`config.mk`:
```
export PLATFORM = sky130hd
export DESIGN_NAME = commit_trace_port
export DESIGN_NICKNAME = d
export VERILOG_FILES = /design/src/rtl/trace_pkg.sv /design/src/rtl/trace_fifo.sv /design/src/rtl/commit_trace_port.sv
export SDC_FILE = /design/constraint.sdc
export NUM_CORES = 1
export LEC_CHECK = 0
export CORE_UTILIZATION = 48
export DETAILED_ROUTE_END_ITERATION = 16
export GPL_ROUTABILITY_DRIVEN = 0
export GPL_TIMING_DRIVEN = 0
export HOLD_SLACK_MARGIN = 0.02
export PLACE_DENSITY = 0.71
export REMOVE_ABC_BUFFERS = 1
export SLEW_MARGIN = 20
export SYNTH_ARGS = -nofsm -noshare
export SYNTH_HDL_FRONTEND = slang
export SYNTH_SLANG_ARGS = --single-unit
```
`constraint.sdc`:
```
create_clock -name clk -period 9.6 [get_ports clk]
set_input_delay 2.88 -clock clk [delete_from_list [all_inputs] [get_ports clk]]
set_output_delay 2.88 -clock clk [all_outputs]
set_load 0.01 [all_outputs]
```
`src/rtl/trace_pkg.sv`:
```
// Shared types for the commit trace port.
// Entry layout, FSM states and default end address.
package trace_pkg;

    localparam logic KIND_GRF = 1'b0;
    localparam logic KIND_DM  = 1'b1;

    localparam logic [31:0] DEFAULT_END_ADDR = 32'h0000_4000;
    localparam int ENTRY_W = 97;

    typedef enum logic [1:0] {
        ST_RUN   = 2'd0,
        ST_DRAIN = 2'd1,
        ST_DONE  = 2'd2
    } state_t;

    typedef struct packed {
        logic        kind;
        logic [31:0] pc;
        logic [31:0] addr;
        logic [31:0] data;
    } entry_t;

endpackage

```
`src/rtl/trace_fifo.sv`:
```
// Trace entry FIFO: two write ports, one read port.
// Storage is cleared on reset so the head reads zero afterwards.
module trace_fifo
    import trace_pkg::*;
#(
    parameter int DEPTH = 4
) (
    input  logic                       clk,
    input  logic                       reset,
    input  logic                       push0,
    input  logic                       push1,
    input  entry_t                     din0,
    input  entry_t                     din1,
    input  logic                       pop,
    output entry_t                     head,
    output logic [$clog2(DEPTH+1)-1:0] count
);

    localparam int AW = $clog2(DEPTH);
    localparam int CW = $clog2(DEPTH + 1);

    entry_t         mem [DEPTH];
    logic [AW-1:0]  wptr;
    logic [AW-1:0]  rptr;

    // push1 is only ever raised together with push0
    always_ff @(posedge clk or negedge reset) begin
        if (!reset) begin
            for (int i = 0; i < DEPTH; i++) begin
                mem[i] <= '0;
            end
            wptr  <= '0;
            rptr  <= '0;
            count <= '0;
        end else begin
            if (push0) begin
                mem[wptr] <= din0;
            end
            if (push1) begin
                mem[wptr + AW'(1)] <= din1;
            end
            wptr  <= wptr + AW'(push0) + AW'(push1);
            if (pop) begin
                rptr <= rptr + AW'(1);
            end
            count <= count + CW'(push0) + CW'(push1) - CW'(pop);
        end
    end

    assign head = mem[rptr];

endmodule

```
`src/rtl/commit_trace_port.sv`:
```
// Commit trace writer: buffers GRF/DM write events for an external
// consumer and signals done once the program has ended and drained.
module commit_trace_port
    import trace_pkg::*;
#(
    parameter int          DEPTH    = 4,
    parameter logic [31:0] END_ADDR = DEFAULT_END_ADDR
) (
    input  logic        clk,
    input  logic        reset,
    input  logic [31:0] pc,
    input  logic        grf_we,
    input  logic [4:0]  grf_addr,
    input  logic [31:0] grf_wdata,
    input  logic        dm_we,
    input  logic [31:0] dm_addr,
    input  logic [31:0] dm_wdata,
    output logic        stall,
    output logic        trace_valid,
    input  logic        trace_ready,
    output logic        trace_kind,
    output logic [31:0] trace_pc,
    output logic [31:0] trace_addr,
    output logic [31:0] trace_data,
    output logic        done
);

    localparam int CW = $clog2(DEPTH + 1);
    localparam logic [CW-1:0] HIWAT = CW'(DEPTH - 2);

    state_t        state;
    logic [CW-1:0] count;
    entry_t        head;
    entry_t        grf_e;
    entry_t        dm_e;
    logic          run;
    logic          grf_ev;
    logic          dm_ev;
    logic          push0;
    logic          push1;
    logic          pop;
    logic          end_hit;
    logic          drained;

    // Two free slots are kept so a dual write never overflows
    assign stall = (state != ST_RUN) || (count > HIWAT);
    assign run   = (state == ST_RUN) && !stall;

    assign grf_ev = run && grf_we && (grf_addr != 5'd0);
    assign dm_ev  = run && dm_we;

    assign grf_e = '{kind: KIND_GRF, pc: pc,
                     addr: {27'd0, grf_addr}, data: grf_wdata};
    assign dm_e  = '{kind: KIND_DM, pc: pc,
                     addr: dm_addr, data: dm_wdata};

    assign push0 = grf_ev || dm_ev;
    assign push1 = grf_ev && dm_ev;

    assign trace_valid = (count != '0);
    assign pop         = trace_valid && trace_ready;

    assign end_hit = run &&
        (({1'b0, pc} + 33'd4) >= {1'b0, END_ADDR});

    // No pushes happen outside RUN, so only the pop can empty it
    assign drained = (count == '0) || ((count == CW'(1)) && pop);

    trace_fifo #(
        .DEPTH (DEPTH)
    ) u_fifo (
        .clk   (clk),
        .reset (reset),
        .push0 (push0),
        .push1 (push1),
        .din0  (grf_ev ? grf_e : dm_e),
        .din1  (dm_e),
        .pop   (pop),
        .head  (head),
        .count (count)
    );

    always_ff @(posedge clk or negedge reset) begin
        if (!reset) begin
            state <= ST_RUN;
            done  <= 1'b0;
        end else begin
            unique case (state)
                ST_RUN: begin
                    if (end_hit) begin
                        state <= ST_DRAIN;
                    end
                end
                ST_DRAIN: begin
                    if (drained) begin
                        state <= ST_DONE;
                        done  <= 1'b1;
                    end
                end
                ST_DONE: begin
                    done <= 1'b1;
                end
                default: begin
                    state <= ST_RUN;
                    done  <= 1'b0;
                end
            endcase
        end
    end

    assign trace_kind = head.kind;
    assign trace_pc   = head.pc;
    assign trace_addr = head.addr;
    assign trace_data = head.data;

endmodule

```
Yosys cells after proc, flatten, opt, wreduce, memory -nomap -nowiden
Index checks and enable logic that the tools add are counted.
Operators by class
  $add $sub $neg: 8
  order comparisons: 7
  equality and inequality tests: 5
  muxes and demuxes: 17
  bitwise operators: 5
  reductions and logical operators: 21
Operators with widths (count)
  388-bit bitwise mux: 2
  388-bit two-way mux: 2
  97-bit two-way mux: 5
  97-bit demux with 2-bit select: 2
  97-bit binary-select mux with 2-bit select: 1
  32-bit by 3-bit adder with 33-bit output, second input constant: 1
  33-bit by 15-bit greater-or-equal comparator with 1-bit output, second input constant: 1
  1-bit logical AND: 10
  3-bit greater-or-equal comparator, second input constant: 3
  2-bit NOT with 3-bit output: 3
  3-bit by 1-bit adder with 3-bit output: 2
  3-bit by 1-bit < comparator with 1-bit output, second input constant: 2
  2-bit one-hot mux with 3 select lines: 1
  5-bit nonzero test: 1
  2-bit by 1-bit adder with 2-bit output: 2
  2-bit by 1-bit adder with 2-bit output, second input constant: 2
  2-bit two-way mux: 2
  2-bit != test, second input constant: 2
  3-bit by 1-bit == test with 1-bit output, second input constant: 1
  3-bit by 2-bit greater-than comparator with 1-bit output, second input constant: 1
  3-bit logical NOT: 1
  1-bit logical OR: 3
  1-bit one-hot mux with 3 select lines: 1
  3-bit AND reduction: 1
  10 further kinds: 11
Storage, ports and cells
  bits in registers: 398
  input port bits: 138
  output and inout bits: 100

Depth between registers and ports, before layout
Gate-level depths: netlist (run 1).
  depth in word-level cells: 11
  gate-level depth with buffers: 11

Hierarchy
Synthesis (run 1) repeated with hierarchy kept, for this count alone.
Second synthesis, totals
  cells, all modules: 2379
  area total of the unflattened synthesis: 24066.8 um^2
By module, submodules not included
  trace_fifo: instances 1, cells an instance 2212, area each 22643.0 um^2, seq. area each 9884.5 um^2
  commit_trace_port: instances 1, cells an instance 167, area each 1423.9 um^2, seq. area each 75.1 um^2

Least setup slack after synthesis (run 1)
OpenSTA, ideal clock, no wires.
  kind: in2reg
  start point: input grf_addr[3]
  end point: register u_fifo.count[1]
  setup time: 0.135 ns
  data arrival time: 4.953 ns
  slack: 4.512 ns
  stages on the path: 7
  buffers on the path: 0
  path through: or4_1 -> or2_2 -> nand3_1 -> ha_1 -> fa_1 -> inv_1 -> fa_1
Between the ends
  longest elaborated chain between the ends: 6
  elaborated cells between the ends (all ways): 7
  classes of those cells: 3 x add/sub; 4 x reduce/logical
RTL lines
  from (decl): line commit_trace_port.sv:13  | input logic [4:0] grf_addr,
  5-bit nonzero test (*): line commit_trace_port.sv:49  | assign grf_ev = run && grf_we && (grf_addr != 5'd0);
  1-bit logical AND (*): line commit_trace_port.sv:49
  1-bit logical OR: line commit_trace_port.sv:57  | assign push0 = grf_ev || dm_ev;
  3-bit by 1-bit adder with 3-bit output: line trace_fifo.sv:46  | count <= count + CW'(push0) + CW'(push1) - CW'(pop);
  3-bit by 1-bit adder with 3-bit output (*): line trace_fifo.sv:46
  3-bit by 1-bit subtractor with 3-bit output (*): line trace_fifo.sv:46
  to (signal assigned): line trace_fifo.sv:46
  to (decl): line trace_fifo.sv:16  | output logic [$clog2(DEPTH+1)-1:0] count
Mark *: on every way between the ends. The rest lies on a longest branch, timed or not.
A chain may end at the register's enable or synchronous reset.

Final worst setup path (run 1)
  start point: input grf_addr[2]
  end point: register u_fifo.mem[86] in the netlist's numbering
Between the ends
  longest elaborated chain between the ends: 6
  elaborated cells between the ends (all ways): 7
  classes of those cells: 3 x mux; 4 x reduce/logical
RTL lines
  5-bit nonzero test (*): line commit_trace_port.sv:49
  1-bit logical AND (*): line commit_trace_port.sv:49
  1-bit logical OR: line commit_trace_port.sv:57
  388-bit two-way mux: line trace_fifo.sv:36  | if (push0) begin
  388-bit bitwise mux: line trace_fifo.sv:40  | mem[wptr + AW'(1)] <= din1;
  388-bit two-way mux (*): line trace_fifo.sv:39  | if (push1) begin
  to (signal, indexed assignment): line trace_fifo.sv:37  | mem[wptr] <= din0;
  to (signal, indexed assignment): line trace_fifo.sv:40
  to (decl): line trace_fifo.sv:22  | entry_t mem [DEPTH];
Marks and branches as above.

==> reports/qor.txt, run 1 <==
Buffer cell driving the clock tree root - sky130_fd_sc_hd__clkbuf_16
Die boundary height - 197 um
Sequential cell area in the final layout - 9970 um^2
Global-route wire length before repair - 80100 um
Placeable core area - 37600 um^2
Total via count after detailed routing - 13400
Fraction of registers with async set/reset - 100%
RSZ-0062 raised after global routing - no
Vias/cell - 6.34
Share of layout cells above drive strength 1 - 24.0%
Post-synthesis average cell area - 13.6 um^2
Wire length per cell after detailed routing - 23.9 um
Most area-hungry cell type in the Yosys netlist - sky130_fd_sc_hd__dfrtp_1
Final hold violation count - 0
Sequential fraction of the synthesis area - 54.4%
Sort of element at the end of the critical path - register
Routed Antenna Nets - 0
Number of sinks driven by the clock tree - 398
Peak ir drop on the vdd network - 0.168 mV
First-pass DRT Iterations - 5
Number of max-cap violations - 0
Number of buffers inserted to repair setup after CTS - 0
Number of buffer cells added on primary ports - 237
Pin count of the biggest net entering global routing - 99
Run status - complete, no violations
Largest driver fanout on the critical path - 17
Total number of yosys warnings - 0
Fin area - 23400 um^2
Number of buffers created by CTS - 44
Global-route usage over all layers - 26.5%
Number of flip-flops and latches in the synthesized netlist - 398
Detailed-routed wire length on met2 - 24600 um
Area of the multi-input gates - 7730 um^2
Starting Density - 48.7%
Critical path arrival - 6.67 ns
DRC violations left - 0
Post-synth EDFFs - 0
Maximum root-to-sink buffer count - 3
Slew at the pin with the worst max-slew slack - 0.959 ns
Synth-to-layout area growth - 27.9%
Post-Route M1 WL - 21000 um
Final setup violation count - 0
Die Area - 38900 um^2
Number of H-tree levels - 2
Count of cell types in the netlist - 54
Static leakage - 0.00967 uW
Total power density per cell area - 356 nW/um^2
Number of top-level pins - 238
Gates resized, CTS repair - 0
Latest clock arrival within the worst-skew pair - 0.57 ns
Setup TNS - 0 ns
Total cell area at the placement stage - 21900 um^2
Most area-consuming cells after synthesis - sky130_fd_sc_hd__dfrtp_1, sky130_fd_sc_hd__mux4_2, sky130_fd_sc_hd__mux2_2
Crit path required time - 10.04 ns
Cells after synthesis - 1345
Placement row count - 71
Clock tree skew after final layout - 0.0211 ns
Starting DRC count in detailed routing - 1136
Class of the most critical hold timing path - register to register
Overall power - 8320 uW
Most used flip-flop cell after synthesis - sky130_fd_sc_hd__dfrtp_1
Max Slew Vio Count - 0
Via count of the first global-routing pass - 14000
Clock tree from TritonCTS - done
Total met3 wirelength after detailed routing - 3250 um
CTS Hold Bufs - 0
Share of the synthesized area in the top cell type - 54.4%
Half-perimeter wire length of the detailed placement result - 32800 um
Final Net Count - 1721
Antenna violations before repair - 5
Crit path kind - primary input to register
Die width - 197 um
Uppermost layer routed - met5
Max-slew headroom - 35.9%
Final WL - 50700 um
Overall overflow remaining after global route - 0
Final period util - 64.9%
Tmin final - 6.23 ns
Top post-synthesis cells by count - sky130_fd_sc_hd__dfrtp_1, sky130_fd_sc_hd__mux2_2, sky130_fd_sc_hd__nor3_1, sky130_fd_sc_hd__a221oi_1, sky130_fd_sc_hd__a22o_1
Filler instances - 2781
Count leader, synth - sky130_fd_sc_hd__dfrtp_1
Clock slew seen by the registers of the worst setup and hold paths - 0.05 ns
Netlist Area Pre-Place - 18300 um^2
Highest clock rate - 0.160 GHz
Critical Path Start Type - primary input
## cell usage in the layout, fill, tap and decap left out, types with 3 or more instances in the layout
cell type / count
sky130_fd_sc_hd__nor2_4: 3
sky130_fd_sc_hd__buf_12: 7
sky130_fd_sc_hd__bufinv_16: 4
sky130_fd_sc_hd__buf_8: 12
sky130_fd_sc_hd__a21oi_1: 3
sky130_fd_sc_hd__nand4_1: 6
sky130_fd_sc_hd__fa_1: 3
sky130_fd_sc_hd__clkinv_2: 9
sky130_fd_sc_hd__o21ai_0: 5
sky130_fd_sc_hd__a221oi_1: 108
sky130_fd_sc_hd__dfrtp_1: 396
sky130_fd_sc_hd__nand2_1: 9
sky130_fd_sc_hd__clkbuf_1: 8
sky130_fd_sc_hd__diode_2: 4
sky130_fd_sc_hd__buf_6: 11
sky130_fd_sc_hd__a22o_1: 108
sky130_fd_sc_hd__buf_16: 16
sky130_fd_sc_hd__mux2_2: 131
sky130_fd_sc_hd__a31oi_1: 3
sky130_fd_sc_hd__nor2_1: 43
sky130_fd_sc_hd__mux4_2: 97
sky130_fd_sc_hd__and3_1: 3
sky130_fd_sc_hd__and2_1: 36
sky130_fd_sc_hd__buf_4: 17
sky130_fd_sc_hd__o211ai_1: 7
sky130_fd_sc_hd__buf_2: 6
sky130_fd_sc_hd__clkbuf_16: 45
sky130_fd_sc_hd__clkdlybuf4s50_1: 236
sky130_fd_sc_hd__clkbuf_8: 7
sky130_fd_sc_hd__nor3_1: 112
sky130_fd_sc_hd__inv_1: 50
sky130_fd_sc_hd__nand3_1: 9
sky130_fd_sc_hd__ha_1: 6
sky130_fd_sc_hd__xnor2_1: 3
sky130_fd_sc_hd__a221o_1: 37
sky130_fd_sc_hd__or4_1: 3
## worst max-delay path: stages
cell	delay, ns
sky130_fd_sc_hd__clkdlybuf4s50_1	0.48
sky130_fd_sc_hd__or4_1	0.64
sky130_fd_sc_hd__nor2_1	0.42
sky130_fd_sc_hd__nor4_2	0.19
sky130_fd_sc_hd__buf_2	0.21
sky130_fd_sc_hd__buf_4	0.17
sky130_fd_sc_hd__buf_2	0.18
sky130_fd_sc_hd__buf_2	0.19
sky130_fd_sc_hd__nor2_4	0.53
sky130_fd_sc_hd__buf_16	0.23
sky130_fd_sc_hd__buf_16	0.17
sky130_fd_sc_hd__mux2_2	0.35
## flip-flops by register name, indices dropped and copies added (netlist names)
signal / count
done: 1
u_fifo.mem: 388
state: 2
u_fifo.count: 3
u_fifo.rptr: 2
u_fifo.wptr: 2
## power by group
part	total (uW)	switching, uW	internal, uW	leakage, uW
Clock	1690	673	1020	0.000716
Sequential	2950	482	2470	0.00474
Combinational	3680	1490	2180	0.00421
Total	8320	2650	5680	0.00967
## through the flow
| step | setup WS (ns) | hold slack, ns | util, % | cells |
|---|---|---|---|---|
| 2_1_floorplan | 0.399 | 0.463 | - | 1223 |
| 3_3_place_gp | -11.71 | 0.482 | 55.4 | 1971 |
| 3_5_place_dp | 2.89 | 0.486 | 58.4 | 2039 |
| 4_1_cts | 3.44 | 0.500 | 62.3 | 2116 |
| 5_1_grt | 3.27 | 0.509 | 62.3 | 2120 |
| 6_report | 3.37 | 0.498 | 62.3 | 2120 |
## cells by family after synthesis
group / synth area share (%)
adder cells (fa/ha/maj): 0.738
multiplexers: 20.0
buffers and inverters: 3.83
XOR/XNOR: 0.191
AO/OA/AOI/OAI: 14.1
AND/OR/NAND/NOR: 6.66
flip-flops: 54.4
## metal layers
metal	global-route usage (%)	up-vias
met2	43.0	547
met1	35.7	7052
met3	4.18	108
li1	-	5735
met4	10.9	2
met5	0	-
## cell type report
| type | count | area share [%] |
|---|---|---|
| clock buffer | 60 | 5.35 |
| clock inverter | 17 | 0.861 |
| multi-input combinational | 772 | 33.0 |
| antenna | 4 | 0.0428 |
| timing repair buffer | 305 | 14.5 |
| inverter | 53 | 0.855 |
| tap | 511 | 2.73 |
| sequential | 398 | 42.6 |
## final timing paths
kind,start,endpoint,slack [ns],cells past startpoint
max in group asynchronous,reset,u_fifo.mem[259],5.74,4
min in group asynchronous,reset,u_fifo.mem[120],2.24,1
worst max-delay path,grf_addr[2],u_fifo.mem[86],3.37,12
worst max register to register,state[1],u_fifo.mem[86],5.41,11
worst min register to register,u_fifo.mem[140],u_fifo.mem[140],0.50,1
worst min-delay path,u_fifo.mem[140],u_fifo.mem[140],0.50,1
Power figures use the tool's default switching activity.
==> inputs of run 2 (changes only) <==
Clock period 9.6 ns to 5.9 ns, I/O delays scaled along.
==> results of run 2 <==
The final DEF is identical to that of run 1. Status: complete, no violations.
Main changes from that run: setup slack after placement 2.89 ns -> 0.296 ns; setup slack after layout 3.37 ns -> 0.776 ns; register-to-register setup slack 5.41 ns -> 1.71 ns; total power 8320 uW -> 13500 uW; worst IR drop on VDD 0.168 mV -> 0.274 mV
==> inputs of run 3 (changes only) <==
Settings changed: CAP_MARGIN set to 30, GPL_ROUTABILITY_DRIVEN 0 to unset.
==> reports/qor.txt, run 3 (synthesis results as in run 1) <==
Clock tree from TritonCTS - done
Number of top-level pins - 238 (unchanged)
Gates resized, CTS repair - 0 (unchanged)
Routed Antenna Nets - 0 (unchanged)
Overall power - 13600 uW
Slew at the pin with the worst max-slew slack - 0.875 ns (-0.0838 ns)
WHS - 0.500 ns (+0.00124 ns)
Total via count after detailed routing - 13500 (+0.45%)
Leading registers by flop count - u_fifo.mem: 388 flops, u_fifo.count: 3 flops
Max FFs per register - 388 (unchanged)
RD Place Congestion - 0.830
Largest driver fanout on the critical path - 17 (unchanged)
Peak ir drop on the vdd network - 0.386 mV
Critical path arrival - 5.57 ns
CTS Hold Bufs - 0 (unchanged)
R2R Setup Slk - 2.18 ns
Die Area - 38900 um^2 (unchanged)
RSZ-0062 raised after global routing - no
Overall overflow remaining after global route - 0 (unchanged)
Maximum root-to-sink buffer count - 3 (unchanged)
Antenna violations before repair - 3 (-2)
Final hold violation count - 0 (unchanged)
Total cell area at the placement stage - 21900 um^2 (unchanged)
Tmin final - 5.12 ns
Final WL - 50800 um (+0.19%)
Share of layout cells above drive strength 1 - 24.0% (-0.092 points)
Critical Path Start Type - primary input
Number of buffer cells added on primary ports - 237 (unchanged)
Reg with most FFs - u_fifo.mem
Crit path required time - 6.35 ns
Die boundary height - 197 um (unchanged)
Clock tree skew after final layout - 0.0157 ns (-0.00549 ns)
Synth-to-layout area growth - 28.0%
Most frequent cells in the layout - sky130_fd_sc_hd__dfrtp_1, sky130_fd_sc_hd__clkdlybuf4s50_1, sky130_fd_sc_hd__mux2_2, sky130_fd_sc_hd__nor3_1
Crit path kind - primary input to register
Final period util - 86.8%
DRC violations left - 0 (unchanged)
First-pass DRT Iterations - 6 (+1)
Max-slew headroom - 41.6% (+5.7 points)
Final Net Count - 1721 (unchanged)
Number of max-cap violations - 0 (unchanged)
Fin area - 23400 um^2 (+0.12%)
Starting DRC count in detailed routing - 1059 (-6.8%)
Sort of element at the end of the critical path - register
Run status - complete, no violations
Vias/cell - 6.37 (+0.41%)
Number of buffers inserted to repair setup after CTS - 0 (unchanged)
Core Util, Final - 62.4% (+0.073 points)
Total power density per cell area - 581 nW/um^2
Number of H-tree levels - 2 (unchanged)
Cells on Worst Hold Path - 1 (unchanged)
Number of buffers created by CTS - 43 (-2.3%)
Latest clock arrival within the worst-skew pair - 0.57 ns (about the same)
Global-route wire length before repair - 80600 um (+0.68%)
Clock slew seen by the registers of the worst setup and hold paths - 0.06 ns (about the same)
Via count of the first global-routing pass - 14100 (+0.31%)
Placeable core area - 37600 um^2 (unchanged)
Pin count of the biggest net entering global routing - 99 (unchanged)
Max Slew Vio Count - 0 (unchanged)
Most frequent standard cell in the layout excluding fill and tap cells - sky130_fd_sc_hd__dfrtp_1
Number of sinks driven by the clock tree - 398 (unchanged)
Highest clock rate - 0.195 GHz
Starting Density - 48.7% (unchanged)
Depth of the most critical reg-to-reg path - 12 (+1)
Global-route usage over all layers - 26.6% (+0.12 points)
Final setup violation count - 0 (unchanged)
Die width - 197 um (unchanged)
Placement row count - 71 (unchanged)
Half-perimeter wire length of the detailed placement result - 32900 um (+0.27%)
Static leakage - 0.00969 uW (+0.19%)
Wire length per cell after detailed routing - 23.9 um (+0.14%)
Pre-CTS setup slack - 0.272 ns
Class of the most critical hold timing path - register to register
Worst setup slack after layout - 0.776 ns
Buffer cell driving the clock tree root - sky130_fd_sc_hd__clkbuf_16
==> run 3: cell types whose count changed in the layout (fill, tap and decap cells not counted), sizes merged <==
cell      previous run  this run
clkinvlp             2         0
diode                4         3
clkbuf              60        65
inv                 53        52
bufinv               4         5
clkinv              11        10
==> run 3: area by class of cell <==
cell class,instances,area (um^2)
well taps,511,639
repair buffers,306,3410
diodes,3,7.51
clock inverters,14,210
clock buffers,64,1270
inverters,53,200
fillers,2819,14100
multi-input cells,772,7730
flip-flops and latches,398,9970
==> run 3: power breakdown <==
part	internal [uW]	switching [uW]
clock	1700	1100
combinational	3560	2430
sequential	4020	792
==> run 3: final timing paths <==
kind,startpoint,end
max in group asynchronous,reset,u_fifo.mem[324]
worst max-delay path,grf_addr[2],u_fifo.mem[92]
worst max register to register,state[1],u_fifo.mem[92]
min in group asynchronous,reset,u_fifo.mem[314]
worst min register to register,u_fifo.mem[189],u_fifo.mem[189]
worst min-delay path,u_fifo.mem[189],u_fifo.mem[189]
==> run 3: metal layers <==
layer	vias up	wire [um]	track usage, %	part of all wire [%]
met2	545	24900	43.2	49
met1	7101	21000	35.7	41
met3	105	3340	4.75	6.6
met4	2	1520	10.5	3.0
li1	5752	-	-	-
met5	-	13	0	0.026
==> run 3: metrics by stage <==
stage                     std cells   TNS, ns
after global routing           2120         0
after detailed placement       2039         0
final                          2121         0
after global placement         1971  -8766.29
after CTS                      2117         0
after floorplan                1223   -352.06
==> run 3: critical path, cell delays in order <==
cell and delay [ns]:
sky130_fd_sc_hd__clkdlybuf4s50_1 0.48, sky130_fd_sc_hd__or4_1 0.65, sky130_fd_sc_hd__nor2_1 0.41, sky130_fd_sc_hd__nor4_2 0.19, sky130_fd_sc_hd__buf_2 0.21, sky130_fd_sc_hd__buf_4 0.17
sky130_fd_sc_hd__buf_2 0.19, sky130_fd_sc_hd__buf_2 0.20, sky130_fd_sc_hd__nor2_4 0.52, sky130_fd_sc_hd__buf_16 0.23, sky130_fd_sc_hd__buf_16 0.17, sky130_fd_sc_hd__mux2_2 0.34
